<file path="config.mk">
export PLATFORM = sky130hd
export DESIGN_NAME = hazard_scoreboard
export DESIGN_NICKNAME = d
export VERILOG_FILES = /design/src/rtl/hazard_scoreboard.sv
export SDC_FILE = /design/constraint.sdc
export NUM_CORES = 1
export LEC_CHECK = 0
export ABC_AREA = 1
export BUFFER_PORTS_ARGS = -buffer_cell sky130_fd_sc_hd__buf_2
export CAP_MARGIN = 20
export CORE_MARGIN = 1.5
export CORE_UTILIZATION = 55
export CTS_CLUSTER_DIAMETER = 60
export DETAILED_ROUTE_END_ITERATION = 10
export PLACE_DENSITY = 0.8
export SLEW_MARGIN = 40
export SYNTH_ARGS = -nofsm -noshare
export SYNTH_HDL_FRONTEND = slang
export SYNTH_SLANG_ARGS = --single-unit
export TNS_END_PERCENT = 10
</file>
<file path="constraint.sdc">
create_clock -name i_clk -period 2.3 [get_ports i_clk]
set_clock_uncertainty 0.05 [all_clocks]
set_input_delay 0.23 -clock i_clk [delete_from_list [all_inputs] [get_ports i_clk]]
set_output_delay 0.23 -clock i_clk [all_outputs]
set_load 0.02 [all_outputs]
</file>
<file path="src/rtl/hazard_scoreboard.sv">
// Decode-stage hazard scoreboard: tracks in-flight register writes, stalls
// decode on pending sources, squashes the fetch slot on taken branches and
// keeps saturating stall/flush counters.
module hazard_scoreboard #(
  parameter bit WB_BYPASS = 1'b1,
  parameter int CNT_W     = 32
) (
  input  logic             i_clk,
  input  logic             i_rst,
  input  logic             i_dec_valid,
  input  logic [4:0]       i_rs1_num,
  input  logic [4:0]       i_rs2_num,
  input  logic             i_rs1_used,
  input  logic             i_rs2_used,
  input  logic [4:0]       i_rd_num,
  input  logic             i_rd_wr,
  input  logic             i_b_taken,
  input  logic             i_wb_valid,
  input  logic [4:0]       i_wb_rd_num,
  input  logic             i_cnt_clr,
  output logic             o_stall,
  output logic             o_bubble,
  output logic             o_issue,
  output logic             o_flush_if,
  output logic [31:0]      o_pending,
  output logic [CNT_W-1:0] o_stall_cnt,
  output logic [CNT_W-1:0] o_flush_cnt
);

  logic [31:0] pend_q, pend_d;
  logic [31:0] rdy;
  logic        haz;

  // Per-register ready: x0 always ready, otherwise not pending or (optionally)
  // being written back this very cycle.
  for (genvar n = 0; n < 32; n++) begin : g_rdy
    if (n == 0) begin : g_x0
      assign rdy[n] = 1'b1;
    end else begin : g_xn
      assign rdy[n] = ~pend_q[n] |
                      (WB_BYPASS & i_wb_valid & (i_wb_rd_num == 5'(n)));
    end
  end

  // Hazard detection and the zero-latency pipeline control outputs.
  always_comb begin
    haz        = i_dec_valid & ((i_rs1_used & ~rdy[i_rs1_num]) |
                                (i_rs2_used & ~rdy[i_rs2_num]));
    o_stall    = haz;
    o_bubble   = haz;
    o_issue    = i_dec_valid & ~haz;
    // Branch result from a stalled instruction used stale operands; ignore it.
    o_flush_if = o_issue & i_b_taken;
  end

  // Scoreboard next state: clear on writeback, then set on issue so a newer
  // writer to the same register stays pending.
  always_comb begin
    pend_d = pend_q;
    if (i_wb_valid)
      pend_d[i_wb_rd_num] = 1'b0;
    if (o_issue && i_rd_wr && (i_rd_num != 5'd0))
      pend_d[i_rd_num] = 1'b1;
    pend_d[0] = 1'b0;
  end

  // Scoreboard register; reset drops every in-flight write.
  always_ff @(posedge i_clk) begin
    if (i_rst) pend_q <= '0;
    else       pend_q <= pend_d;
  end

  assign o_pending = pend_q;

  hs_sat_cnt #(.CNT_W(CNT_W)) u_stall_cnt (
    .i_clk (i_clk),
    .i_rst (i_rst),
    .i_clr (i_cnt_clr),
    .i_inc (o_stall),
    .o_cnt (o_stall_cnt)
  );

  hs_sat_cnt #(.CNT_W(CNT_W)) u_flush_cnt (
    .i_clk (i_clk),
    .i_rst (i_rst),
    .i_clr (i_cnt_clr),
    .i_inc (o_flush_if),
    .o_cnt (o_flush_cnt)
  );

endmodule

// Saturating event counter with clear-over-increment priority.
module hs_sat_cnt #(
  parameter int CNT_W = 32
) (
  input  logic             i_clk,
  input  logic             i_rst,
  input  logic             i_clr,
  input  logic             i_inc,
  output logic [CNT_W-1:0] o_cnt
);

  logic [CNT_W-1:0] cnt_q, cnt_d;

  // Next count: clear wins, otherwise increment until all-ones and hold.
  always_comb begin
    cnt_d = cnt_q;
    if (i_clr)
      cnt_d = '0;
    else if (i_inc && (cnt_q != {CNT_W{1'b1}}))
      cnt_d = cnt_q + CNT_W'(1);
  end

  // Counter register.
  always_ff @(posedge i_clk) begin
    if (i_rst) cnt_q <= '0;
    else       cnt_q <= cnt_d;
  end

  assign o_cnt = cnt_q;

endmodule

</file>
Word-level counts from Yosys, hierarchy flattened
Cells that the tools add are included.
{ "totals": {"register_bits": 96, "latch_bits": 0, "ram_bits": 0, "rom_bits": 0, "input_bits": 29, "output_inout_bits": 100, "n_memories": 0} }
{ "classes": {"addsub": 2, "multipliers": 0, "div": 0, "n_lt_le_gt_ge": 6, "n_eq_ne": 33, "shifts": 0, "n_mux": 10, "bitwise_logic": 105, "n_reduce_logical": 8} }
{ "op_table": {"columns": ["operator", "count"], "rows": [
  ["$eq 5x5->1 const B", 16],
  ["$add 32x1->32 const B", 2],
  ["$mux 32", 2],
  ["$ne 32x32->1 const B", 2],
  ["$eq 5x4->1 const B", 8],
  ["$and 1x1->1", 36],
  ["$not 1->1", 34],
  ["$and 32x32->32", 1],
  ["$not 32->32", 1],
  ["$or 1x1->1", 32],
  ["$or 32x32->32", 1],
  ["$lt 5x6->1 const B", 4],
  ["$eq 5x3->1 const B", 4],
  ["$bmux 1 s5", 2],
  ["$demux 1 s5", 2],
  ["$eq 5x2->1 const B", 2],
  ["$ge 5x1->1 const B", 2],
  ["$logic_and 1x1->1", 6],
  ["$eq 5x1->1 const B", 1],
  ["$reduce_bool 5->1", 1],
  ["$mux 1", 4],
  ["$reduce_or 2->1", 1]
]} }

Longest topological paths before layout
{ "depth": {"depth_word": 14, "ltp_mapped": 18, "ltp_nobuf": 18} }

Cells and area by module
From an unflattened synthesis, not the netlist that was laid out.
{ "hier_totals": {"cells_unflattened": 1048, "hier_area_um2": 6487.5} }
{ "by_module_without_submodules": {"columns": ["module", "instances", "cells_per_inst", "area_per_inst_um2"], "rows": [
  ["hs_sat_cnt", 2, 325, 2095.8],
  ["hazard_scoreboard", 1, 398, 2296.0]
]} }

Worst setup path before layout
Ideal clock, no wire load.
{ "synth_timing": {"path_kind": "register -> register", "startpoint": "register u_stall_cnt.cnt_q[1] (netlist: u_stall_cnt.o_cnt[1])", "endpoint": "register u_stall_cnt.cnt_q[1] (netlist: u_stall_cnt.o_cnt[1])", "arrival_ns": 2.142, "path_slack_ns": -0.025, "path_stages_with_launch": 14, "path_buffers": 1, "synth_period_minus_slack_ns": 2.325, "path_cell_list": "dfxtp_1 -> ha_1 -> nand2_1 -> inv_1 -> nand2_1 -> inv_2 -> nand4_1 -> nor3_1 -> nand4_1 -> nor3b_2 -> nand4_2 -> clkbuf_1 -> nand3_1 -> a21oi_1"} }
{ "synth_between": {"elab_chain_cells": 2, "elab_cells_between_ends": 3, "cone_classes": "1 x add/sub; 1 x eq/ne; 1 x reduce/logical"} }
{ "synth_lines": {"columns": ["element", "line_no", "rtl"], "rows": [
  ["start, declared", "104", "logic [CNT_W-1:0] cnt_q, cnt_d;"],
  ["start signal, assigned", "118", "else cnt_q <= cnt_d;"],
  ["branches (longest 2 deep; another with $add 32x1->32)", null, null]
]} }
Parallel ways; which one is timed is not known.
A chain may end at the register's enable or synchronous reset.

Worst setup path after layout
{ "layout_timing": {"startpoint": "input i_wb_rd_num[3]", "endpoint": "output o_issue"} }
{ "layout_between": {"elab_chain_cells": 11, "elab_cells_between_ends": 105, "cone_classes": "31 x eq/ne; 4 x mux; 70 x bitwise"} }
{ "layout_lines": {"columns": ["element", "line_no", "rtl"], "rows": [
  ["start, declared", "19", "input logic [4:0] i_wb_rd_num,"],
  ["$eq 5x1->1 (tied with other cells)", "41", "(WB_BYPASS & i_wb_valid & (i_wb_rd_num == 5'(n)));"],
  ["$and 1x1->1", "41", null],
  ["$or 1x1->1", "40", "assign rdy[n] = ~pend_q[n] |"],
  ["$bmux 1 s5, on equally long branches", "47, 48", null],
  ["$mux 1, on equally long branches", "47, 48", null],
  ["$not 1->1, on equally long branches", "47, 48", null],
  ["$and 1x1->1, on equally long branches", "47, 48", null],
  ["$or 1x1->1 (*)", "47", "haz = i_dec_valid & ((i_rs1_used & ~rdy[i_rs1_num]) |"],
  ["$and 1x1->1 (*)", "47", null],
  ["$not 1->1 (*)", "51", "o_issue = i_dec_valid & ~haz;"],
  ["$and 1x1->1 (*)", "51", null],
  ["end, declared", "23", "output logic o_issue,"]
]} }
Mark *: on every way between the ends. The rest lies on a longest branch, timed or not. The select of a mux whose other input is x is not followed.

==> run metrics <==
Buffers & Inverters on Critical Path 3; CTS tree done; routed vias 7556; mux cell area share after synthesis 0; per-cell routed wire length 15.5 microns; number of global-route vias before repair 6558; CTS Buf Count 9; Total Neg Setup Slack 0 ns; Clock Tree Buf Depth 2; Clk pwr share 0.352; Final Slew Violations 0; crit share post-route 0.991; Crit-path slowest cell buf_2; starting density of the core 0.567; GRT overflow 0; fillers 1002; Synth Cell Area 0.00618 sq mm; Die H 109 microns; IO Count 129; CP Data Required Time 2.02 ns; clock-pin slew on the worst setup and hold paths 0.08 ns; Pint 2370 uW; Avg Inst Size Synth 6.15 sq um; Fin. Hold Viols 0; WL final 20200 microns; Detailed Route Iter0 Violations 647; max cap viols 0; Tot Pwr 3290 uW; HPWL after DPL 14400 microns; Logic pwr share 0.145; DR DRC count 0; proportion of layout cells with a drive suffix above 1 0.241; RSZ-0062 raised after global routing yes; Synth cell types 33; final setup fails 0; Hold WC Path Type input port to register; P per Cell Area 422 mW/mm^2; part of the power in registers 0.503; critical path startpoint category input port; adder-cell area share of the yosys netlist 0.00405; Row Count 38; cell count after synthesis 1004; CTS H-tree lvls 3; Switching Power 922 uW; CTS sink count 95; Synth Area in XOR/XNOR 0.0425; post-route cell area 0.00779 sq mm; Max Clk Rate 439 MHz; Synth Area in Simple Gates 0.495; main combinational cell family by area after synthesis simple AND/OR/NAND/NOR gates; type of the worst setup path input port to output port; Nets 1192; Synth Warn # 0; Finished Layout Cells 1305; pin count of the biggest net entering global routing 34; Lkg Pwr 0.00321 uW; multi-input combinational cell area 0.00387 sq mm; Placement Cell Area 0.00733 sq mm; FF/Latch Area 0.00193 sq mm; Critical Path AT 2.00 ns; Slew Limit Headroom 0.462; number of inserted diodes 0; post-synthesis compound-gate area fraction 0.0557; outcome finished, final reports clean; Skew-Pair Late Insertion Delay 0.38 ns; Syn Nets 1035; Vias per Instance 5.79; Max FO, Critical Path 5; DIE WIDTH 109 microns; first-pass GRT wire length 31600 microns; Period minus WS final 2.28 ns; Area Growth Syn to Fin 26.2%; total core area 0.0109 sq mm; maximum vdd drop 0.361 mV; Port Buf Inserts 127; Hold-fix buffers, CTS 0; Tot GR Track Use 0.334; CTS root buffer clkbuf_8; Worst path max stage delay 0.21 ns; Slew @ Worst Pin 0.804 ns; Net Sw Frac 0.280; CP Capture Type output port; placed cells 1284; RD Place Congestion 1.05; antenna violations before repair 0; Yosys reg bits 95; DRT antenna net count 0; drt first pass iters 7; die area 0.0119 sq mm; Seq/Total Area, Yosys 0.308; Crit path max-delay family simple AND/OR/NAND/NOR gates; Cell Chain, Critical Path buf_2 -> inv_1 -> nand2_1 -> nor2_2 -> nand2_1 -> nand3_1 -> nand3_1 -> nand3_1 -> nand2_1 -> nand2_1 -> nand3_1 -> nand3_2 -> nand2_2 -> nor2_8 -> buf_2
[power by group through the flow]
stage	registers (uW)	logic, uW	clock network (uW)
finish	1650	477	1160
global route	1650	507	1240
CTS	1650	448	1170
detailed placement	1690	447	0
global placement	1690	447	0
floorplan	1700	261	0
[sequential cells by signal, summed over array words and instances (netlist names)]
name,cells
o_pending,31
u_flush_cnt.o_cnt,32
u_stall_cnt.o_cnt,32
[tightest hold or removal path, cell delays in order]
cell	delay (ns)
buf_2	0.13
nor3_1	0.10
nand4_1	0.09
a21oi_1	0.05
[synth_stat cells]
cell type / n / area, sq um
clkbuf_1: 20 / 75.1
ha_1: 2 / 25.0
o21ai_0: 3 / 15.0
or2_2: 1 / 6.26
nand3b_1: 1 / 7.51
nand3_1: 159 / 796
nor3_2: 3 / 30.0
buf_6: 4 / 45.0
o21ai_1: 1 / 5.00
nand4_2: 1 / 12.5
dfxtp_1: 95 / 1900
xor2_1: 24 / 210
nor2_1: 156 / 586
a21oi_1: 63 / 315
buf_4: 7 / 52.6
nand3_2: 3 / 30.0
clkbuf_2: 2 / 10.0
nand2_1: 226 / 848
nand4_1: 73 / 457
nor2_8: 1 / 20.0
inv_1: 89 / 334
buf_1: 6 / 22.5
nand2_2: 1 / 6.26
nor3_1: 30 / 150
nor3b_1: 1 / 7.51
xnor2_1: 6 / 52.6
conb_1: 1 / 3.75
buf_2: 7 / 35.0
nor2_2: 4 / 25.0
nor4_1: 10 / 62.6
nor3b_2: 1 / 12.5
inv_2: 2 / 7.51
a21oi_2: 1 / 8.76
[repair_timing]
action | 4_1_cts | 5_1_grt
buffers inserted | 0 | 5
endpoints found under the hold margin | 0 | 0
resized for setup | 2 | 63
gates cloned | 0 | 1
pin swaps | 0 | 8
setup endpoints to repair | 1 | 45
[area by class of cell]
| cell class | count | area share |
|---|---|---|
| multi-input combinational | 772 | 0.496 |
| sequential | 95 | 0.247 |
| timing repair buffer | 192 | 0.165 |
| inverter | 91 | 0.0438 |
| tap | 140 | 0.0225 |
| clock buffer | 12 | 0.0199 |
| clock inverter | 3 | 0.00546 |
[layer usage]
| metal | track usage | wire [microns] | vias to the layer above |
|---|---|---|---|
| met2 | 0.550 | 9460 | 381 |
| met5 | 0 | 0 | - |
| li1 | - | - | 3657 |
| met3 | 0.0646 | 1700 | 58 |
| met4 | 0.145 | 577 | 0 |
| met1 | 0.424 | 8440 | 3460 |
[through the flow]
stage                util  setup WS, ns  hold WS [ns]
finish              0.716        0.0208         0.215
global route        0.716       -0.0870         0.216
CTS                 0.692        0.0159         0.198
detailed placement  0.673       -0.0309         0.420
global placement    0.673     -0.000559         0.420
floorplan               -        0.0498         0.343
[final timing paths]
path | from | endpoint | slack, ns | cells past startpoint
max | i_wb_rd_num[3] | o_issue | 0.02 | 15
min | i_rd_num[3] | o_pending[17]$_SDFF_PP0_ | 0.21 | 4
max reg2reg | u_stall_cnt.o_cnt[3]$_SDFFE_PP0P_ | u_stall_cnt.o_cnt[31]$_SDFFE_PP0P_ | 0.09 | 13
min reg2reg | o_pending[26]$_SDFF_PP0_ | o_pending[26]$_SDFF_PP0_ | 0.44 | 2
[cells in the final DEF (no fill, tap or decap), types with 18 or more instances in the layout]
cell and instances:
a21oi_1 51, buf_2 127, buf_4 51, dfxtp_1 80, inv_1 88, nand2_1 220, nand3_1 156, nand4_1 73
nor2_1 141, nor2_2 18, nor3_1 27, xor2_1 24
[kinds of logic after synthesis]
kind of cell | after synthesis
flip-flops | 95
buffers and inverters | 137
AND/OR/NAND/NOR | 671
other | 1
XOR/XNOR | 30
AO/OA/AOI/OAI | 68
adder cells (fa/ha/maj) | 2
Note: power is estimated with default switching activity, not from simulation.
